==> src/rtl/usbf_pa_pkg.sv <==
`default_nettype none
// ============================================================================
//  Module      : usbf_pa_pkg
//  Description : Shared definitions for the USB function packet assembler:
//                PID codes, one-hot FSM encoding, CRC16 constants and small
//                PID helper functions.
//  Revision    : 1.0 - initial release
// ============================================================================
package usbf_pa_pkg;

   // 4-bit PID codes; the byte on the wire is {~pid, pid}
   localparam logic [3:0] c_PID_ACK   = 4'h2;
   localparam logic [3:0] c_PID_NACK  = 4'hA;
   localparam logic [3:0] c_PID_STALL = 4'hE;
   localparam logic [3:0] c_PID_NYET  = 4'h6;
   localparam logic [3:0] c_PID_DATA0 = 4'h3;
   localparam logic [3:0] c_PID_DATA1 = 4'hB;
   localparam logic [3:0] c_PID_DATA2 = 4'h7;
   localparam logic [3:0] c_PID_MDATA = 4'hF;

   // CRC16 x^16+x^15+x^2+1. The register is kept in reflected (LSB-first)
   // form, so its low bit is the coefficient of x^15 and each byte of the
   // inverted register is already in USB wire order.
   localparam logic [15:0] c_CRC16_PRESET        = 16'hFFFF;
   localparam logic [15:0] c_CRC16_POLY_REFL     = 16'hA001;
   // Good-packet residual: 16'h800D in polynomial order, 16'hB001 as seen in
   // the reflected register of usbf_crc16 on the receive path.
   localparam logic [15:0] c_CRC16_RESIDUAL      = 16'h800D;
   localparam logic [15:0] c_CRC16_RESIDUAL_REFL = 16'hB001;

   // One-hot transmit FSM encoding
   typedef enum logic [4:0] {
      S_IDLE   = 5'b00001,
      S_PID    = 5'b00010,
      S_DATA   = 5'b00100,
      S_CRC_LO = 5'b01000,
      S_CRC_HI = 5'b10000
   } pa_state_t;

   // Handshake selector -> PID
   function automatic logic [3:0] hs_pid(input logic [1:0] sel);
      logic [3:0] pid;
      case (sel)
         2'd0:    pid = c_PID_ACK;
         2'd1:    pid = c_PID_NACK;
         2'd2:    pid = c_PID_STALL;
         default: pid = c_PID_NYET;
      endcase
      return pid;
   endfunction

   // Data selector -> PID
   function automatic logic [3:0] data_pid(input logic [1:0] sel);
      logic [3:0] pid;
      case (sel)
         2'd0:    pid = c_PID_DATA0;
         2'd1:    pid = c_PID_DATA1;
         2'd2:    pid = c_PID_DATA2;
         default: pid = c_PID_MDATA;
      endcase
      return pid;
   endfunction

   // PID byte with its complement check nibble
   function automatic logic [7:0] pid_byte(input logic [3:0] pid);
      return {~pid, pid};
   endfunction

endpackage
`default_nettype wire

==> src/rtl/usbf_crc16.sv <==
`default_nettype none
// ============================================================================
//  Module      : usbf_crc16
//  Description : Combinational one-byte USB CRC16 update, LSB-first, in
//                reflected register form. Shared by transmit and receive.
//  Revision    : 1.0 - initial release
// ============================================================================
module usbf_crc16
   import usbf_pa_pkg::*;
(
   input  logic [15:0] crc_in,
   input  logic [7:0]  din,
   output logic [15:0] crc_out
);

   logic [15:0] w_acc;

   // Eight serial LSB-first CRC steps unrolled over the byte
   always_comb begin
      w_acc = crc_in;
      for (int i = 0; i < 8; i++) begin
         if (w_acc[0] ^ din[i]) begin
            w_acc = (w_acc >> 1) ^ c_CRC16_POLY_REFL;
         end else begin
            w_acc = w_acc >> 1;
         end
      end
   end

   assign crc_out = w_acc;

endmodule
`default_nettype wire

==> src/rtl/usbf_pa.sv <==
`default_nettype none
// ============================================================================
//  Module      : usbf_pa
//  Description : USB function packet assembler. Sends handshake packets
//                (PID only) and data packets (PID, payload, CRC16) to the
//                UTMI transmit interface, with payload underrun abort.
//  Options     : USBF_PA_TX_TIMEOUT_EN - abort after 255 stalled cycles and
//                pulse tx_timeout (otherwise tx_timeout is tied low).
//  Revision    : 1.0 - initial release
// ============================================================================
module usbf_pa
   import usbf_pa_pkg::*;
(
   input  logic       clk,
   input  logic       rst,
   output logic [7:0] tx_data,
   output logic       tx_valid,
   input  logic       tx_ready,
   input  logic       send_hs,
   input  logic [1:0] hs_sel,
   input  logic       send_data,
   input  logic [1:0] data_sel,
   input  logic       zlp,
   input  logic [7:0] data_st,
   input  logic       data_avail,
   input  logic       data_last,
   output logic       data_rd,
   output logic       tx_busy,
   output logic       tx_done,
   output logic       tx_underrun,
   output logic       tx_timeout
);

   pa_state_t   r_state;
   pa_state_t   w_state_nxt;
   logic        r_is_data;
   logic        r_zlp;
   logic [3:0]  r_pid;
   logic [15:0] r_crc;
   logic        r_miss;
   logic        w_miss_nxt;
   logic        w_start;
   logic        w_valid;
   logic        w_timeout;
   logic [15:0] w_crc_nxt;

   assign w_start = send_data | send_hs;

   // Every non-idle state presents a byte, except DATA while memory is empty
   assign w_valid  = (r_state == S_PID) || (r_state == S_CRC_LO) ||
                     (r_state == S_CRC_HI) || ((r_state == S_DATA) && data_avail);
   assign tx_valid = w_valid;
   assign tx_busy  = (r_state != S_IDLE);

   usbf_crc16 u_crc16 (
      .crc_in  (r_crc),
      .din     (data_st),
      .crc_out (w_crc_nxt)
   );

`ifdef USBF_PA_TX_TIMEOUT_EN
   logic [7:0] r_to_cnt;

   // Count consecutive cycles a byte is offered but not taken
   always_ff @(posedge clk or negedge rst) begin
      if (!rst) begin
         r_to_cnt <= 8'd0;
      end else if (w_valid && !tx_ready && !w_timeout) begin
         r_to_cnt <= r_to_cnt + 8'd1;
      end else begin
         r_to_cnt <= 8'd0;
      end
   end

   assign w_timeout = (r_to_cnt == 8'hFF) && w_valid && !tx_ready;
`else
   assign w_timeout = 1'b0;
`endif

   assign tx_timeout = w_timeout;

   // State register, request capture in IDLE, and CRC accumulation
   always_ff @(posedge clk or negedge rst) begin
      if (!rst) begin
         r_state   <= S_IDLE;
         r_is_data <= 1'b0;
         r_zlp     <= 1'b0;
         r_pid     <= 4'h0;
         r_crc     <= c_CRC16_PRESET;
         r_miss    <= 1'b0;
      end else begin
         r_state <= w_state_nxt;
         r_miss  <= w_miss_nxt;
         if ((r_state == S_IDLE) && w_start) begin
            r_is_data <= send_data;
            r_zlp     <= send_data & zlp;
            r_pid     <= send_data ? data_pid(data_sel) : hs_pid(hs_sel);
            r_crc     <= c_CRC16_PRESET;
         end else if (data_rd) begin
            r_crc <= w_crc_nxt;
         end
      end
   end

   // Next-state and per-state output decode
   always_comb begin
      w_state_nxt = r_state;
      w_miss_nxt  = 1'b0;
      tx_data     = 8'h00;
      data_rd     = 1'b0;
      tx_done     = 1'b0;
      tx_underrun = 1'b0;
      unique case (r_state)
         S_IDLE: begin
            if (w_start) w_state_nxt = S_PID;
         end
         S_PID: begin
            tx_data = pid_byte(r_pid);
            if (tx_ready) begin
               if (!r_is_data) begin
                  tx_done     = 1'b1;
                  w_state_nxt = S_IDLE;
               end else if (r_zlp) begin
                  w_state_nxt = S_CRC_LO;
               end else begin
                  w_state_nxt = S_DATA;
               end
            end
         end
         S_DATA: begin
            tx_data = data_st;
            data_rd = data_avail & tx_ready;
            if (!data_avail) begin
               // second empty cycle in a row aborts the packet
               if (r_miss) begin
                  tx_underrun = 1'b1;
                  w_state_nxt = S_IDLE;
               end else begin
                  w_miss_nxt = 1'b1;
               end
            end else if (tx_ready && data_last) begin
               w_state_nxt = S_CRC_LO;
            end
         end
         S_CRC_LO: begin
            tx_data = ~r_crc[7:0];
            if (tx_ready) w_state_nxt = S_CRC_HI;
         end
         S_CRC_HI: begin
            tx_data = ~r_crc[15:8];
            if (tx_ready) begin
               tx_done     = 1'b1;
               w_state_nxt = S_IDLE;
            end
         end
         default: begin
            w_state_nxt = S_IDLE;
         end
      endcase
      if (w_timeout) w_state_nxt = S_IDLE;
   end

endmodule
`default_nettype wire

==> config.mk <==
export PLATFORM = sky130hd
export DESIGN_NAME = usbf_pa
export DESIGN_NICKNAME = d
export VERILOG_FILES = /design/src/rtl/usbf_pa_pkg.sv /design/src/rtl/usbf_crc16.sv /design/src/rtl/usbf_pa.sv
export SDC_FILE = /design/constraint.sdc
export NUM_CORES = 1
export LEC_CHECK = 0
export ABC_AREA = 1
export ABC_CLOCK_PERIOD_IN_PS = 2560
export CAP_MARGIN = 10
export CORE_UTILIZATION = 40
export CTS_CLUSTER_DIAMETER = 100
export CTS_CLUSTER_SIZE = 14
export DETAILED_ROUTE_END_ITERATION = 7
export PLACE_DENSITY = 0.64
export RECOVER_POWER = 50
export SETUP_SLACK_MARGIN = 0.4
export SLEW_MARGIN = 20
export SYNTH_ARGS = -nofsm -noshare
export SYNTH_HDL_FRONTEND = slang
export SYNTH_SLANG_ARGS = --single-unit
==> constraint.sdc <==
create_clock -name clk -period 2.56 [get_ports clk]
set_input_delay 0.256 -clock clk [delete_from_list [all_inputs] [get_ports clk]]
set_output_delay 0.256 -clock clk [all_outputs]
set_load 0.02 [all_outputs]
Yosys cells after proc, flatten, opt, wreduce, memory -nomap -nowiden:

Cells that the tools add are included.

* output and inout bits: 14
* register bits after elaboration: 28
* word-level logic and storage cells: 89
* input port bits: 20

* reductions and logical operators: 10
* equality and inequality tests: 16
* bitwise logic cells: 22
* muxes and demuxes: 35

Operators by type and width (number)
* 16-bit two-way mux: 10
* 5-bit two-way mux: 7
* 8-bit one-hot mux with 4 select lines: 1
* 5-bit one-hot mux with 5 select lines: 1
* 2-bit inverter with 3-bit output: 8
* 4-bit one-hot mux with 3 select lines: 2
* 8-bit inverter: 2
* 4-bit two-way mux: 3
* 1-bit two-way mux: 10
* 2-bit inequality test, second input constant: 4
* 1-bit XOR: 8
* 6-bit AND reduction: 1
* 5-bit by 1-bit equality test with 1-bit output, second input constant: 1
* 5-bit by 2-bit equality test with 1-bit output, second input constant: 1
* 5-bit by 3-bit equality test with 1-bit output, second input constant: 1
* 5-bit by 4-bit equality test with 1-bit output, second input constant: 1
* 5-bit equality test, second input constant: 1
* 5-bit by 1-bit inequality test with 1-bit output, second input constant: 1
* 2-bit by 1-bit equality test with 1-bit output, second input constant: 2
* 2-bit equality test, second input constant: 2
* 2-bit logical NOT: 2
* 4-bit inverter: 1
* 1-bit logical AND: 3
* 1-bit logical OR: 3
* 6 further kinds: 7

Longest topological paths before layout:

* depth after elaboration: 18
* gate-level depth with buffers: 18
* depth with buffers taken out: 18

Cells and area by module:

A second synthesis with hierarchy kept.

* cells, all modules: 284
* area, all modules: 2143.3 µm²

By module, submodules not included
* usbf_pa: times used 1, seq. area each 696.9 µm², area an instance 1572.8 µm², cells an instance 210
* usbf_crc16: times used 1, seq. area each 0.0 µm², area an instance 570.5 µm², cells an instance 74

Worst setup path after synthesis:

No wires, ideal clock.

* path kind: register to register
* from: register r_crc[0]
* to: register r_crc[13]
* stages on the path, launching flop included: 18
* path slack: 0.735 ns
* arrival time: 1.753 ns
* library setup time: 0.072 ns
* path through: dfstp_2 > inv_2 > nand2_1 > nand2_2 > nand2_4 > nand2_2 > nand2_4 > nand3_2 > nand2_4 > nand2_4 > nand3_2 > nand3_4 > nand2_2 > nand2_1 > nand3_1 > nand3_1 > nand2_1 > inv_1

* cells in the longest elaborated chain, start to end: 18

RTL lines
* start: declaration: line usbf_pa.sv:39 `logic [15:0] r_crc;`
* start signal: assignment: line usbf_pa.sv:89 `r_crc <= c_CRC16_PRESET;`
* start signal: assignment: line usbf_pa.sv:98 `r_crc <= c_CRC16_PRESET;`
* start signal: assignment: line usbf_pa.sv:100 `r_crc <= w_crc_nxt;`
* 1-bit XOR (*): line usbf_crc16.sv:22 `if (w_acc[0] ^ din[i]) begin`
* 16-bit two-way mux (*): line usbf_crc16.sv:22
* 1-bit XOR (*): line usbf_crc16.sv:22
* 16-bit two-way mux (*): line usbf_crc16.sv:22
* 1-bit XOR (*): line usbf_crc16.sv:22
* 16-bit two-way mux (*): line usbf_crc16.sv:22
* 1-bit XOR (*): line usbf_crc16.sv:22
* 16-bit two-way mux (*): line usbf_crc16.sv:22
* [... 2 more ...]
* 1-bit XOR (*): line usbf_crc16.sv:22
* 16-bit two-way mux (*): line usbf_crc16.sv:22
* 1-bit XOR: line usbf_crc16.sv:22
* 16-bit two-way mux (*): line usbf_crc16.sv:22
* 1-bit XOR: line usbf_crc16.sv:22
* 16-bit two-way mux (*): line usbf_crc16.sv:22
* 16-bit two-way mux (*): line usbf_pa.sv:99 `end else if (data_rd) begin`
* 16-bit two-way mux (*): line usbf_pa.sv:94 `if ((r_state == S_IDLE) && w_start) begin`

Every way passes the cells marked *; elsewhere a longest branch is shown, timed or not. The select of a mux whose other input is x is not followed.
A chain may end at the register's enable or synchronous reset.

Final worst setup path:

* from: register r_state[3]
* to: output tx_data[5]

* cells in the longest elaborated chain, start to end: 2

RTL lines
* start: declaration: line usbf_pa.sv:34 `pa_state_t r_state;`
* start signal: assignment: line usbf_pa.sv:92 `r_state <= w_state_nxt;`
* 5-bit equality test (tied with other cells): line usbf_pa.sv:113 `unique case (r_state)`
* 8-bit one-hot mux with 4 select lines (*): line usbf_pa.sv:113
* end: declaration: line usbf_pa.sv:16 `output logic [7:0] tx_data,`

Every way passes the cells marked *; elsewhere a longest branch is shown, timed or not.

==> flow_summary_export.csv <==
group,metric,value,unit
clock_tree,ctsLongestPathBuffers,2,
placement,place_area,2270,um2
synth,synth_cells,231,
sta,fin_ws,0.432,ns
critical_path,path_cells,"nor2_1, nand4_1, buf_4, inv_1, nand2_1, o2111ai_1, dlymetal6s2s_1",
critical_path,worst_path_dominant_cell_family,"buffers and inverters",
sta,finalSetupViolations,0,
final_layout,final_cell_mix,"inv_1 (42), nand2_1 (31), clkdlybuf4s50_1 (19)",
final_layout,fin_area,2470,um2
final_layout,area_growth,33.1,%
final_layout,nNetsFinal,304,
critical_path,r2r-start,"r_crc[0]",
sta,drv_slew,0,
power,ir_drop,0.386,mV
final_layout,layout_commonest_cell,"inv_1",
synth,ys_async_sr_fraction,100,%
grt,grt_pass1_wl,8060,um
placement,pre_cts_ws,0.262,ns
final_layout,drive_gt1_share,30.2,%
hold_path,min_from,"r_miss",
placement,io_buffers,32,
power,p_seq_share,33.7,%
floorplanning,die_height,70.2,um
grt,track_usage,20.7,%
synth,synth_ff_type,"dfstp_2",
clock_tree,ctsHoldBuffers,0,
critical_path,cp-end-kind,"primary output",
drt,num_vias,1734,
critical_path,crit_arrival,1.87,ns
critical_path,worstPathRequired,2.30,ns
final_layout,utilization,56.0,%
drt,dr.pass1.iters,4,
floorplanning,dieWidth,70.2,um
clock_tree,cts.htree.levels,1,
power,p_per_area,666,nW/um2
floorplanning,core_area,4410,um2
drt,wire_per_inst,14.9,um
power,combinationalPowerShare,50.6,%
sta,worst_slew_pin_slew,1.45,ns
drt,viasPerCell,5.21,
synth,synth-edff-count,0,
sta,finalSetupTns,0,ns
sta,period_needed,2.13,ns
sta,fin_crit_sh,83.1,%
critical_path,critPathKind,"reg -> out",
hold_path,hold_path_class,"reg -> reg",
critical_path,slowest_stage,"dfrtp_1",
final_layout,finalNonFillerCells,333,
sta,slew_headroom,3.47,%
placement,dp_hpwl,3570,um
power,internal-power,932,uW
grt,overflow,0,
synth,synth_area_per_cell,8.04,um2
drt,routed_wl,4950,um
synth,synth_cell_types,35,
placement,routabilityCongestion,0.815,
power,p_switching,715,uW
critical_path,start_kind,"register",
power,total_power,1.65,mW
floorplanning,initial_core_util,42.1,%
clock_tree,cts_made_buffers,3,
synth,syn-cell-area,1860,um2
drt,drc_errors,0,
synth,yosys_register_bits,27,
drt,drtIter0Drc,84,
sta,finalHoldViolCount,0,
final_layout,antenna_cells,0,
floorplanning,io_pins,34,
clock_tree,cts_root_buf,"clkbuf_8",
sta,skew,0.00607,ns
placement,placedCellCount,317,
floorplanning,dieArea,4920,um2
flow_run,drv_cap,0,
synth,ys_seq_area_share,37.5,%
synth,syn_nets,253,
status,outcome,"finished, final reports clean",
sta,whs,0.450,ns
sta,timing.fmax,0.470,GHz
drt,antenna_left,0,
power,clockPowerShare,15.7,%
clock_tree,clock_sinks,27,
grt,grt_max_degree,28,
synth,ys_warn_count,0,
clock_tree,path_clk_slew,0.10,ns
power,power.leakage,1.19,nW
clock_tree,clk_latency,0.29,ns
grt,grt_pass1_vias,1679,
power,switching_share,43.4,%
critical_path,cp_max_fo,6,
critical_path,cp-startpoint,"r_state[3]",
clock_tree,cts_tree,"yes",
critical_path,crit_buf_inv,3,
sta,rsz0062_at_grt,"yes",
floorplanning,row_count,24,
grt,antenna_found_initial,0,
critical_path,max_stage_delay,0.42,ns
## area by class of cell
type	count	area [um2]
clock buffer	3	41.3
clock inverter	1	7.51
fill	441	1940
inverter	44	165
multi-input combinational	156	1090
sequential	27	697
tap	52	65.1
timing repair buffer	50	407
## cell families after synthesis
logic type / count (synthesis) / synth area share, %
other: 1 / 0.202
XOR/XNOR: 12 / 6.06
adder cells (fa/ha/maj): 2 / 1.35
flip-flops: 27 / 37.5
AND/OR/NAND/NOR: 95 / 28.8
buffers and inverters: 48 / 10.0
AO/OA/AOI/OAI: 46 / 16.0
## power groups by stage
stage,sequential [mW],combinational [mW],clock [mW]
CTS,0.556,0.803,0.263
global route,0.562,0.915,0.282
floorplan,0.547,0.503,0
finish,0.555,0.833,0.259
global placement,0.560,0.801,0
detailed placement,0.563,0.799,0
## sequential cells by signal, indices dropped and copies added, names as in the netlist
signal   count
r_miss       1
r_crc       16
r_pid        4
r_state      5
r_zlp        1
## per-layer routing
metal | share of wire [%] | track usage (%) | up-vias
li1 | - | - | 866
met1 | 47 | 29.3 | 824
met2 | 48 | 33.3 | 39
met3 | 3.5 | 2.45 | 5
met4 | 0.99 | 5.56 | 0
met5 | 0 | 0 | -
## final timing paths
| check | slack [ns] | end | cells after the start |
|---|---|---|---|
| worst max-delay path | 0.43 | tx_data[5] | 7 |
| worst min-delay path | 0.45 | r_miss | 1 |
| worst max register to register | 0.46 | r_crc[13] | 17 |
| worst min register to register | 0.45 | r_miss | 1 |
| max in group asynchronous | 0.89 | r_miss | 2 |
| min in group asynchronous | 0.83 | r_pid[3] | 2 |
## cell usage after synthesis, types with 4 or more instances
cell	instances	area share, %
a21oi_1	11	3.0
xnor2_1	5	2.4
nand3_2	7	3.8
dfrtp_1	10	13
inv_1	42	8.5
nand2_2	5	1.7
dfstp_2	17	24
nand2_1	38	7.7
xor2_1	6	2.8
nor2_1	15	3.0
o22ai_1	11	3.7
o2111ai_1	4	1.9
nand2_4	7	4.2
nand3_1	15	4.0
o21ai_0	9	2.4
## timing repair
action | CTS | global route
setup endpoints to repair | 12 | 22
resized for setup | 22 | 36
pin swaps | 1 | 15
buffers inserted | 3 | 9
No activity file was read; power rests on OpenSTA's default activity.
